==> config.mk <==
export PLATFORM = sky130hd
export DESIGN_NAME = tt_um_rr_path_sched
export DESIGN_NICKNAME = d
export VERILOG_FILES = /design/src/rtl/tt_sched_pkg.sv /design/src/rtl/tt_sync.sv /design/src/rtl/tt_um_rr_path_sched.sv
export SDC_FILE = /design/constraint.sdc
export NUM_CORES = 1
export LEC_CHECK = 0
export ABC_AREA = 1
export BUFFER_PORTS_ARGS = -buffer_cell sky130_fd_sc_hd__clkbuf_2
export CORE_MARGIN = 5
export CORE_UTILIZATION = 39
export CTS_CLUSTER_DIAMETER = 60
export CTS_CLUSTER_SIZE = 28
export DETAILED_ROUTE_END_ITERATION = 12
export SLEW_MARGIN = 15
export SYNTH_ARGS = -nofsm -noshare
export SYNTH_HDL_FRONTEND = slang
export SYNTH_SLANG_ARGS = --single-unit
==> constraint.sdc <==
create_clock -name clk -period 3.2 [get_ports clk]
set_clock_uncertainty 0.2 [all_clocks]
set_input_delay 0.64 -clock clk [delete_from_list [all_inputs] [get_ports clk]]
set_output_delay 0.64 -clock clk [all_outputs]
set_load 0.02 [all_outputs]
==> src/rtl/tt_sched_pkg.sv <==
// Shared types and pin-field positions for the round-robin path scheduler.
// Imported by the synchronizer and the tile top.
package tt_sched_pkg;

   typedef enum logic [1:0] {
      IDLE  = 2'd0,
      GRANT = 2'd1,
      GAP   = 2'd2
   } state_t;

   localparam int N_REQ = 4;

   localparam int REQ_LSB  = 0;
   localparam int HOLD_LSB = 4;
   localparam int DATA_LSB = 0;

   localparam int PATH_BIT = 4;
   localparam int BUSY_BIT = 5;
   localparam int IDX_LSB  = 6;
   localparam int DONE_LSB = 4;

   localparam logic [7:0] UIO_OE_VAL = 8'hF0;

   function automatic logic [N_REQ-1:0] onehot(input logic [1:0] i);
      logic [N_REQ-1:0] v;
      v = '0;
      v[i] = 1'b1;
      return v;
   endfunction

endpackage

==> src/rtl/tt_sync.sv <==
// Multi-flop input synchronizer, async active-low reset.
// D stages deep, W bits wide; q is the last stage.
module tt_sync
   import tt_sched_pkg::*;
#(
   parameter int W = 8,
   parameter int D = 2
) (
   input  logic         clk,
   input  logic         rst_n,
   input  logic [W-1:0] d,
   output logic [W-1:0] q
);

   logic [D-1:0][W-1:0] chain;

   always_ff @(posedge clk or negedge rst_n) begin
      if (!rst_n) begin
         chain <= '0;
      end else begin
         chain <= {chain[D-2:0], d};
      end
   end

   assign q = chain[D-1];

endmodule

==> src/rtl/tt_um_rr_path_sched.sv <==
// Tile top: round-robin scheduler sharing one kept inverter-pair path
// among four requesters with programmable slot length.
module tt_um_rr_path_sched
   import tt_sched_pkg::*;
#(
   parameter int SYNC_STAGES = 2,
   parameter int HOLD_W      = 4
) (
   input  logic       clk,
   input  logic       rst_n,
   input  logic       ena,
   input  logic [7:0] ui_in,
   input  logic [7:0] uio_in,
   output logic [7:0] uo_out,
   output logic [7:0] uio_out,
   output logic [7:0] uio_oe
);

   logic [N_REQ-1:0] req_s;
   logic [N_REQ-1:0] data_s;

   tt_sync #(
      .W (2 * N_REQ),
      .D (SYNC_STAGES)
   ) u_sync (
      .clk   (clk),
      .rst_n (rst_n),
      .d     ({uio_in[DATA_LSB +: N_REQ],
               ui_in[REQ_LSB +: N_REQ]}),
      .q     ({data_s, req_s})
   );

   logic unused;
   assign unused = &{1'b0, ena, uio_in[7:4]};

   // First set bit at or after p, wrapping; bit 2 flags a hit.
   function automatic logic [2:0] rr_pick(
      input logic [N_REQ-1:0] r,
      input logic [1:0]       p
   );
      logic [1:0] j;
      logic [2:0] res;
      res = '0;
      for (int k = N_REQ - 1; k >= 0; k--) begin
         j = p + 2'(k);
         if (r[j]) res = {1'b1, j};
      end
      return res;
   endfunction

   state_t            state, state_n;
   logic [1:0]        ptr, ptr_n;
   logic [1:0]        idx, idx_n;
   logic [HOLD_W-1:0] cnt, cnt_n;
   logic [2:0]        pick;

   logic [N_REQ-1:0]  grant_q, grant_n;
   logic [N_REQ-1:0]  done_q, done_n;
   logic [1:0]        gidx_q, gidx_n;
   logic              busy_q, busy_n;
   logic              path_q, path_n;

   (* keep *) logic inv_a;
   (* keep *) logic inv_b;

   assign pick = rr_pick(req_s, ptr);

   always_ff @(posedge clk or negedge rst_n) begin
      if (!rst_n) begin
         state   <= IDLE;
         ptr     <= '0;
         idx     <= '0;
         cnt     <= '0;
         grant_q <= '0;
         done_q  <= '0;
         gidx_q  <= '0;
         busy_q  <= 1'b0;
         path_q  <= 1'b0;
      end else begin
         state   <= state_n;
         ptr     <= ptr_n;
         idx     <= idx_n;
         cnt     <= cnt_n;
         grant_q <= grant_n;
         done_q  <= done_n;
         gidx_q  <= gidx_n;
         busy_q  <= busy_n;
         path_q  <= path_n;
      end
   end

   always_comb begin
      state_n = state;
      ptr_n   = ptr;
      idx_n   = idx;
      cnt_n   = cnt;
      unique case (state)
         IDLE: begin
            if (pick[2]) begin
               idx_n   = pick[1:0];
               cnt_n   = ui_in[HOLD_LSB +: HOLD_W];
               state_n = GRANT;
            end
         end
         GRANT: begin
            if (!req_s[idx] || cnt == '0) begin
               state_n = GAP;
            end else begin
               cnt_n = cnt - 1'b1;
            end
         end
         GAP: begin
            ptr_n   = idx + 2'd1;
            state_n = IDLE;
         end
         default: state_n = IDLE;
      endcase
   end

   // The shared path: data of the upcoming grantee through two inverters.
   assign inv_a = ~data_s[idx_n];
   assign inv_b = ~inv_a;

   // Outputs register the upcoming state so they align with it.
   always_comb begin
      grant_n = '0;
      done_n  = '0;
      gidx_n  = '0;
      path_n  = 1'b0;
      busy_n  = (state_n != IDLE);
      unique case (1'b1)
         (state_n == GRANT): begin
            grant_n = onehot(idx_n);
            gidx_n  = idx_n;
            path_n  = inv_b;
         end
         (state_n == GAP): begin
            done_n = onehot(idx_n);
         end
         default: ;
      endcase
   end

   always_comb begin
      uo_out = '0;
      uo_out[N_REQ-1:0]     = grant_q;
      uo_out[PATH_BIT]      = path_q;
      uo_out[BUSY_BIT]      = busy_q;
      uo_out[IDX_LSB +: 2]  = gidx_q;
      uio_out = '0;
      uio_out[DONE_LSB +: N_REQ] = done_q;
   end

   assign uio_oe = UIO_OE_VAL;

endmodule
==> summary.md, run 1 <==
| Metric | Value |
|---|---|
| Status | complete, no violations |
| Max_cap viols | 0 |
| Die W | between 70 and 80 um |
| RSZ-0062 raised after global routing | false |
| Clock root buffer | clkbuf_8 |
| Final setup violation count | 0 |
| Max-slew violations | 0 |
| Actual slew at the worst max-slew pin | approximately 0.9 ns |
| PostCTS Resize Cnt | 0 |
| CTS buffer count | 5 |
| Top Ports | 43 |
| Area Overhead vs Synth | 11.4% |
| Max incr delay on CP | around 0.54 ns |
| Post-synthesis cell count | ~190 |
| Largest net degree at the start of global routing | 39 |
| DRT iter0 DRCs | 64 |
| Leak Pwr | between 1 and 1.5 nW |
| Antenna fix cells | 0 |
| Final net count | around 240 |
| Layout cells sized above 1 | 0.302 |
| DRC violations left | 0 |
| Drt pass-1 iters | 5 |
| Total Routing Usage GR | 0.101 |
| Starting Density | 0.406 |
| CP max FO | 9 |
| CTS tree | yes |
| Total grt overflow | 0 |
| Placeable Area | 4380 sq um |
| Postcts setup bufs | 0 |
| Clock Tree Buf Depth | 2 |
| Slowest CP cell | dfrtp_1 |
| WL/cell | ~11 um |
| Worst EP required | 3.16 ns |
| Post-route cell area | 1980 sq um |
| Clk sink count | 38 |
| H-tree depth | 2 |
| Area after detailed placement | 1890 sq um |
| PwrDens | 1080 nW/um^2 |
| Vias in the first global route | 1119 |
| Final Wtd Congestion | 0.723 |
| Final instance count without filler cells | 267 |
| Placed Cells | around 260 |
| Initial antenna violation count | 0 |
| Synthesized cell area | 1780 sq um |
| Hold Crit Class | reg2reg |
| IR drop worst, VDD | roughly 0.38 mV |
| Detail Route Antenna Nets | 0 |
| Final Hold Viols | 0 |
| Worst endpoint data arrival time | 2.00 ns |
| First-pass GRT wire length | 4950 um |
| IO buf count | 25 |
| Worst-path clk slew | ~0.070 ns |
| Clock latency on the worst-skew pair | 0.28 ns |
| Die ar. | 6020 sq um |
| Crit path time final | 2.04 ns |
| Final period utilization | 0.636 |
| Cts hold-fix bufs | 0 |
| Total Wirelength | 2810 um |
| Slew HR | 0.400 |
| CP startpoint kind | flop |
| HPWL after DPL | 2090 um |
| Via density | roughly 4.4 |
| Std cell rows | 24 |
| Total number of vias | 1183 |
| CP Capture Type | flop |
| Setup TNS | 0 ns |
| Final core occ | 0.452 |
| Crit-path cells | inv_8 > nand2_1 > nand2_1 > nand2_2 > nand2_4 > nor2_4 > a21oi_4 > a21oi_4 > inv_4 > o211ai_1 > o21ai_1 |
| Highest clock rate | 491 MHz |
| Synth warnings | 0 |
| Die height | 77.6 um |
| Critical path class | reg2reg |
| Syn_area_per_cell | approximately 9.5 sq um |
==> power by group <==
part / leakage [nW] / internal (mW) / switching [mW] / total [mW]
Combinational: 0.525 / 0.372 / 0.745 / 1.12
Sequential: 0.466 / 0.615 / 0.0848 / 0.700
Clock: 0.0482 / 0.174 / 0.152 / 0.325
Total: 1.04 / 1.16 / 0.982 / 2.14
==> per-layer routing <==
metal / wire length, um / vias up / GRT usage
met5: 0 / - / 0
met4: 44 / 0 / 0.0464
met3: 144 / 5 / 0.0278
met2: 1370 / 31 / 0.158
met1: 1250 / 540 / 0.130
li1: - / 607 / -
==> cells in the final DEF, fill, tap and decap left out, types with 2 or more instances in the layout <==
cell and instances:
ha_1 2, inv_1 15, nor2_1 16, nand3_2 2, clkbuf_8 6, o21ai_1 3, nand2_2 15, o21ai_0 7
nand2_1 41, nand2_4 3, dfrtp_1 38, nand3_1 5, conb_1 12, a21oi_4 2, o211ai_1 2, inv_2 4
a21oi_1 3, nor2_4 2, clkbuf_2 25
==> cell type report <==
class                           instances  area [sq um]
Clock inverter                          1          5.00
Clock buffer                            7          86.3
Timing Repair Buffer                   25           125
Multi-Input combinational cell        123           662
Fill cell                             437          2400
Tap cell                               52          65.1
Inverter                               21          88.8
Sequential cell                        38           951
==> worst max-delay path: cells and delay by family (launching register included) <==
kind	cells	cell delay (ns)
AOI/OAI and AO/OA	4	0.55
DFF	1	0.54
and+or+nand+nor	5	0.44
buffers and inverters	2	0.17
==> flip-flops by register name (all words and copies together), names as in the netlist <==
signal and flops:
done_q 4, cnt 4, idx 2, ptr 2
gidx_q 2, state 2, busy_q 1, grant_q 4
path_q 1, u_sync.q 8, u_sync.chain 8
==> metrics by stage <==
step | power (mW) | setup slack (ns) | hold WS [ns]
2_1_floorplan | 1.65 | 1.44 | 0.131
3_5_place_dp | 1.83 | 1.15 | 0.135
4_1_cts | 2.17 | 1.13 | 0.145
6_report | 2.14 | 1.16 | 0.145
3_3_place_gp | 1.82 | 1.15 | 0.131
5_1_grt | 2.35 | 0.953 | 0.156
==> final timing paths <==
| check | slack (ns) | start | cells after the start | endpoint |
|---|---|---|---|---|
| setup reg to reg | 1.16 | ptr[0]$_DFFE_PN0N_ | 11 | cnt[1]$_DFFE_PN0P_ |
| setup / recovery | 1.16 | ptr[0]$_DFFE_PN0N_ | 11 | cnt[1]$_DFFE_PN0P_ |
| max in group asynchronous | 1.96 | rst_n | 1 | u_sync.q[0]$_DFF_PN0_ |
| min in group asynchronous | 0.27 | rst_n | 1 | grant_q[0]$_DFF_PN0_ |
| hold reg to reg | 0.15 | u_sync.chain[6]$_DFF_PN0_ | 0 | u_sync.q[6]$_DFF_PN0_ |
| hold / removal | 0.15 | u_sync.chain[6]$_DFF_PN0_ | 0 | u_sync.q[6]$_DFF_PN0_ |
No activity file was read; power rests on OpenSTA's default activity.
==> inputs of run 2 (changes only) <==
Clock period 3.2 ns to 2.1 ns, I/O delays scaled along.
==> run 2 against run 1 <==
Compared with the run above:
- critical endpoint is now done_q[2]$_DFF_PN0_
- via count increased by 0.93%
- power increased by 65%
- sequential cell count unchanged
- register-to-register slack got worse by 0.97 ns
- final cell count increased by 1.5%
- largest power group unchanged
- die area unchanged
- worst hold slack got worse by 0.11 ns
- critical path depth increased by 1
- global-route usage increased by 0.34 points
- clock-buffer cell count decreased by 2
==> summary.md, run 2 (synthesis gave the netlist of run 1 again) <==
| Metric | Value |
|---|---|
| Status | complete, no violations |
| Std cell rows | 24 |
| Drt pass-1 iters | 4 |
| Slew HR | 0.664 |
| Reg-to-reg critical path startpoint | ptr[0]$_DFFE_PN0N_ |
| Leading cell types in the layout, fill and taps excluded | 41 x nand2_1, 37 x dfrtp_1, 25 x clkbuf_2 |
| Initial antenna violation count | 0 |
| Setup TNS | 0 ns |
| Die ar. | ~6000 sq um |
| DRT iter0 DRCs | 41 |
| Worst EP required | 2.08 ns |
| Die W | 77.6 um |
| Placed Cells | 262 |
| Final instance count without filler cells | about 270 |
| Depth of the worst hold-timing path | 1 |
| Leak Pwr | about 1.1 nW |
| Clock share of power | 0.205 |
| Highest clock rate | approximately 520 MHz |
| Clock root buffer | clkbuf_8 |
| Final setup violation count | 0 |
| Max incr delay on CP | 0.49 ns |
| Switching pwr | 1.52 mW |
| Most numerous cell on the critical path | nand2_1 |
| Final net count | 239 |
| Pint | 2.02 mW |
| Total grt overflow | 0 |
| Slowest CP cell | dfrtp_2 |
| WL/cell | 10.5 um |
| Leading cell type in the layout, fill and taps excluded | nand2_1 |
| Fillers | 424 |
| Reg2reg path depth | 12 |
| Clock latency on the worst-skew pair | just under 0.3 ns |
| CP max FO | 8 |
| Clock Tree Buf Depth | 2 |
| R2R Setup Slk | 0.19 ns |
| Final period utilization | 0.910 |
| Starting Density | 0.406 |
| First-pass GRT wire length | 5050 um |
| Net Sw Frac | 0.429 |
| Hold worst-path end | u_sync.chain[1]$_DFF_PN0_ |
| Postcts setup bufs | 0 |
| Final core occ | 0.473 |
| CP Capture Type | flop |
| Antenna fix cells | 0 |
| Worst path bufs/invs | 2 |
| Actual slew at the worst max-slew pin | 0.504 ns |
| Crit-path cells | inv_8 > nand2_1 > nand2_1 > nand2_1 > nand2_2 > nor2_4 > a21oi_4 > nand3_4 > nand2_4 > inv_1 > nand2_1 > nor2_1 |
| Placeable Area | 4380 sq um |
| Crit path time final | between 1.5 and 2 ns |
| Final Hold Viols | 0 |
| Total Routing Usage GR | 0.105 |
| Total number of vias | 1194 |
| Detail Route Antenna Nets | 0 |
| IO buf count | 25 |
| Max-slew violations | 0 |
| HPWL after DPL | 2230 um |
| Final Wtd Congestion | 0.762 |
| CTS buffer count | 5 |
| Delay-heaviest family, CP | simple AND/OR/NAND/NOR gates |
| DRC violations left | 0 |
| Vias in the first global route | 1146 |
| Hold Crit Class | in2reg |
| Worst endpoint data arrival time | 1.89 ns |
| Die height | 77.6 um |
| DP Worst Slack | roughly 0.13 ns |
| CP startpoint kind | flop |
| Top Ports | 43 |
| Via density | 4.41 |
| Hold path start | ui_in[1] |
| RSZ-0062 raised after global routing | false |
| PwrDens | approximately 1700 nW/um^2 |
| Register share of total power | 0.303 |
| Reg2reg end | done_q[2]$_DFF_PN0_ |
| Total Wirelength | 2850 um |
| H-tree depth | 2 |
| Largest net degree at the start of global routing | 21 |
| Critical path class | reg2reg |
| Clk sink count | 38 |
| Logic pwr share | 0.492 |
| Worst-path clk slew | 0.08 ns |
| IR drop worst, VDD | 0.729 mV |
| Area Overhead vs Synth | 16.6% |
| Layout cells sized above 1 | 0.320 |
| Max_cap viols | 0 |
| CTS tree | yes |
| Setup ws final | approximately 0.19 ns |
-- run 2: cell count changes in the layout (fill, tap and decap cells not counted), sizes merged --
cell	previous run	this run
buf	0	3
bufinv	0	2
clkbuf	32	30
dlygate4sd3	0	1
-- run 2: cell type report --
type	count	area (sq um)	area share
clock buffer	5	68.8	0.0332
clock inverter	3	68.8	0.0332
inverter	21	88.8	0.0428
multi-input combinational	123	662	0.319
sequential	38	952	0.459
tap	52	65.1	0.0313
timing repair buffer	29	170	0.0820
-- run 2: how the worst max path moves through the flow --
stage / end / slack, ns / depth (start not counted) / start
floorplan: cnt[1]$_DFFE_PN0P_ / 0.34 / 11 / ptr[0]$_DFFE_PN0N_
global placement: done_q[0]$_DFF_PN0_ / 0.15 / 12 / ptr[0]$_DFFE_PN0N_
detailed placement: done_q[2]$_DFF_PN0_ / 0.13 / 12 / ptr[0]$_DFFE_PN0N_
CTS: done_q[2]$_DFF_PN0_ / 0.11 / 12 / ptr[0]$_DFFE_PN0N_
global route: done_q[2]$_DFF_PN0_ / 0.02 / 12 / ptr[0]$_DFFE_PN0N_
finish: done_q[2]$_DFF_PN0_ / 0.19 / 12 / ptr[0]$_DFFE_PN0N_
-- run 2: worst reg2reg max path: stages (launching register included) --
cell	delay, ns
dfrtp_2	0.49
inv_8	0.10
nand2_1	0.05
nand2_1	0.09
nand2_1	0.07
nand2_2	0.09
nor2_4	0.05
a21oi_4	0.22
nand3_4	0.13
nand2_4	0.11
inv_1	0.08
nand2_1	0.09
nor2_1	0.04
-- run 2: power by group through the flow --
stage,combinational (mW),sequential [mW],clock (mW)
after floorplan,1.38,1.12,0
after global placement,1.74,1.08,0
after detailed placement,1.76,1.09,0
after CTS,1.77,1.07,0.755
after global routing,1.98,1.11,0.789
final,1.74,1.07,0.725
-- run 2: routing by layer --
| metal | wire, um | vias to the layer above | global-route usage |
|---|---|---|---|
| met3 | 133 | 6 | 0.0278 |
| met4 | 53 | 0 | 0.0464 |
| met2 | 1440 | 23 | 0.176 |
| met1 | 1230 | 551 | 0.125 |
| li1 | - | 614 | - |
| met5 | 0 | - | 0 |
-- run 2: what timing repair did --
| item | in CTS | in global routing |
|---|---|---|
| resized for setup | 0 | 1 |
| setup endpoints to repair | 0 | 6 |
| hold buffers | 1 | 0 |
| hold endpoints to repair | 19 | 0 |
-- run 2: per-stage QoR --
stage	hold WS [ns]	power, mW	instance area [sq um]
floorplan	-0.0756	2.51	1820
global placement	0.131	2.82	1930
detailed placement	0.136	2.85	1930
CTS	0.0251	3.60	2070
global route	0.0243	3.87	2080
finish	0.0387	3.54	2080
==> inputs of run 3 (changes only) <==
Clock period 2.1 ns to 1.9 ns, I/O delays scaled along.
==> run 3 against run 2 <==
Compared with the run above:
- the run now ends with setup timing left
- sequential cell count unchanged
- critical path depth down 1
- register-to-register slack lost 0.20 ns
- final area increased by 8.2%
- critical path type unchanged
- largest power group unchanged
- highest routed layer unchanged
==> summary.md, run 3 (synthesis gave the netlist of run 1 again) <==
| Metric | Value |
|---|---|
| Status | complete, but fails checks |
| Failing checks | setup timing |
| Final Hold Viols | 0 |
| Initial antenna violation count | 0 |
| Actual slew at the worst max-slew pin | between 0.5 and 0.6 ns |
| Area Overhead vs Synth | 26.1% |
| Grt met1 use | 0.132 |
| Via density | 4.29 |
| Placed Cells | 267 |
| Layout cells sized above 1 | 0.417 |
| Placeable Area | 4380 sq um |
| Reg2reg end | idx[0]$_DFF_PN0_ |
| Busiest grt layer | met2 |
| WL/cell | 10.4 um |
| Slowest CP cell | dfrtp_2 |
| Starting Density | 0.406 |
| DRT iter0 DRCs | 43 |
| CTS tree | yes |
| Die ar. | roughly 6000 sq um |
| Setup ws final | -0.00952 ns |
| Worst EP required | 1.88 ns |
| Clock latency on the worst-skew pair | 0.28 ns |
| Total grt overflow | 0 |
| Std cell rows | 24 |
| HPWL after DPL | ~2200 um |
| Hold path start | ui_in[7] |
| Max-slew violations | 0 |
| Antenna fix cells | 0 |
| Max_cap viols | 0 |
| CTS buffer count | 5 |
| Final Wtd Congestion | 0.749 |
| Worst path bufs/invs | 3 |
| Critical path class | reg2reg |
| Delay-heaviest family, CP | simple AND/OR/NAND/NOR gates |
| Hold worst-path end | cnt[3]$_DFFE_PN0P_ |
| Die W | 77.6 um |
| DRC violations left | 0 |
| Hold Crit Class | in2reg |
| Worst endpoint data arrival time | roughly 1.9 ns |
| Clk sink count | 38 |
| M2 GR Usage | 0.181 |
| Depth of the worst hold-timing path | 3 |
| CP max FO | 8 |
| Sequential Area | 952 sq um |
| Highest clock rate | 524 MHz |
| Reg2reg path depth | 11 |
| Fillers | 432 |
| Crit-path cells | inv_8 > nand2_1 > and2_4 > nand2_2 > nand2_2 > a21oi_1 > nand2_1 > nand3_4 > nand2_4 > buf_4 > buf_4 |
| Slew HR | 0.660 |
| Final core occ | 0.512 |
| Leading cell types in the layout, fill and taps excluded | 37 x dfrtp_1, 28 x nand2_2, 26 x nand2_1 |
| Total number of vias | 1231 |
| H-tree depth | 2 |
| Max incr delay on CP | 0.49 ns |
| Final instance count without filler cells | 287 |
| Worst-path clk slew | around 0.07 ns |
| Drt pass-1 iters | 4 |
| Detail Route Antenna Nets | 0 |
| First-pass GRT wire length | 5260 um |
| CP Capture Type | flop |
| Largest net degree at the start of global routing | 21 |
| Leak Pwr | 1.15 nW |
| Crit path time final | 1.91 ns |
| DP Worst Slack | -0.0598 ns |
| PwrDens | 1810 nW/um^2 |
| Leading cell type in the layout, fill and taps excluded | dfrtp_1 |
| Total Wirelength | 2990 um |
| Clock root buffer | clkbuf_8 |
| CP startpoint kind | flop |
| Final setup violation count | 3 |
| Clock Tree Buf Depth | 2 |
| M3 GR Usage | 0.0289 |
| Die height | 77.6 um |
| Reg-to-reg critical path startpoint | ptr[0]$_DFFE_PN0N_ |
| IR drop worst, VDD | 1.05 mV |
| Vias in the first global route | approximately 1200 |
| Final period utilization | 1.01 |
| Total Routing Usage GR | 0.108 |
| Top Ports | 43 |
| RSZ-0062 raised after global routing | true |
| Multi-input gate area | 724 sq um |
| Final net count | 255 |
| IO buf count | 25 |
| R2R Setup Slk | -0.01 ns |
run 3: cell count changes in the layout (fill, tap and decap cells not counted), moves of 2 or more:
cell           change
nor2_2             +2
nand2_1           -15
bufinv_16          -2
buf_6              +2
nor2_1             -3
dlygate4sd3_1      +8
buf_4              +6
nand2_4            +2
nand2_2           +13
run 3: worst max path at each step:
stage	depth (start not counted)	slack, ns	endpoint	start
5_1_grt	12	-0.14	cnt[1]$_DFFE_PN0P_	ptr[0]$_DFFE_PN0N_
4_1_cts	11	-0.01	idx[0]$_DFF_PN0_	ptr[0]$_DFFE_PN0N_
2_1_floorplan	11	0.14	cnt[1]$_DFFE_PN0P_	ptr[0]$_DFFE_PN0N_
6_report	11	-0.01	idx[0]$_DFF_PN0_	ptr[0]$_DFFE_PN0N_
3_5_place_dp	11	-0.06	done_q[2]$_DFF_PN0_	ptr[0]$_DFFE_PN0N_
3_3_place_gp	12	-0.05	done_q[0]$_DFF_PN0_	ptr[0]$_DFFE_PN0N_
run 3: timing repair:
action / in CTS / in global routing
buffers inserted: 1 / 2
hold buffers: 8 / 1
pin swaps: 2 / 15
gates resized for setup: 5 / 23
hold endpoints to repair: 26 / 1
gates cloned: 0 / 0
setup endpoints to repair: 8 / 13
run 3: worst register-to-register path, delay by kind of cell, from the launching register on:
family                 cells  cell delay, ns
AOI/OAI and AO/OA          1            0.11
buffers and inverters      3            0.37
DFF                        1            0.49
and+or+nand+nor            7            0.66
run 3: cell type report:
cell class / count / area share
tap: 52 / 0.0290
multi-input combinational: 123 / 0.323
inverter: 21 / 0.0407
clock inverter: 2 / 0.00557
sequential: 38 / 0.424
timing repair buffer: 45 / 0.142
clock buffer: 6 / 0.0368
run 3: layer usage:
metal	vias to the layer above	share of wire
met3	4	0.037
met4	0	0.013
met1	558	0.43
met2	21	0.52
li1	648	-
met5	-	0
run 3: power by group:
group	total, mW	internal [mW]	switching [mW]
clock network	0.556	0.291	0.265
logic	2.33	0.908	1.42
registers	1.19	1.04	0.148
run 3: metrics by stage:
stage          hold WS (ns)  instance area, sq um  power, mW  setup TNS (ns)
2_1_floorplan        -0.116                  1820       2.77               0
3_3_place_gp          0.132                  1960       3.21          -0.233
3_5_place_dp          0.135                  1960       3.22          -0.266
4_1_cts            0.000278                  2160       3.86         -0.0160
5_1_grt               0.147                  2250       4.46           -1.43
6_report              0.148                  2250       4.07         -0.0268
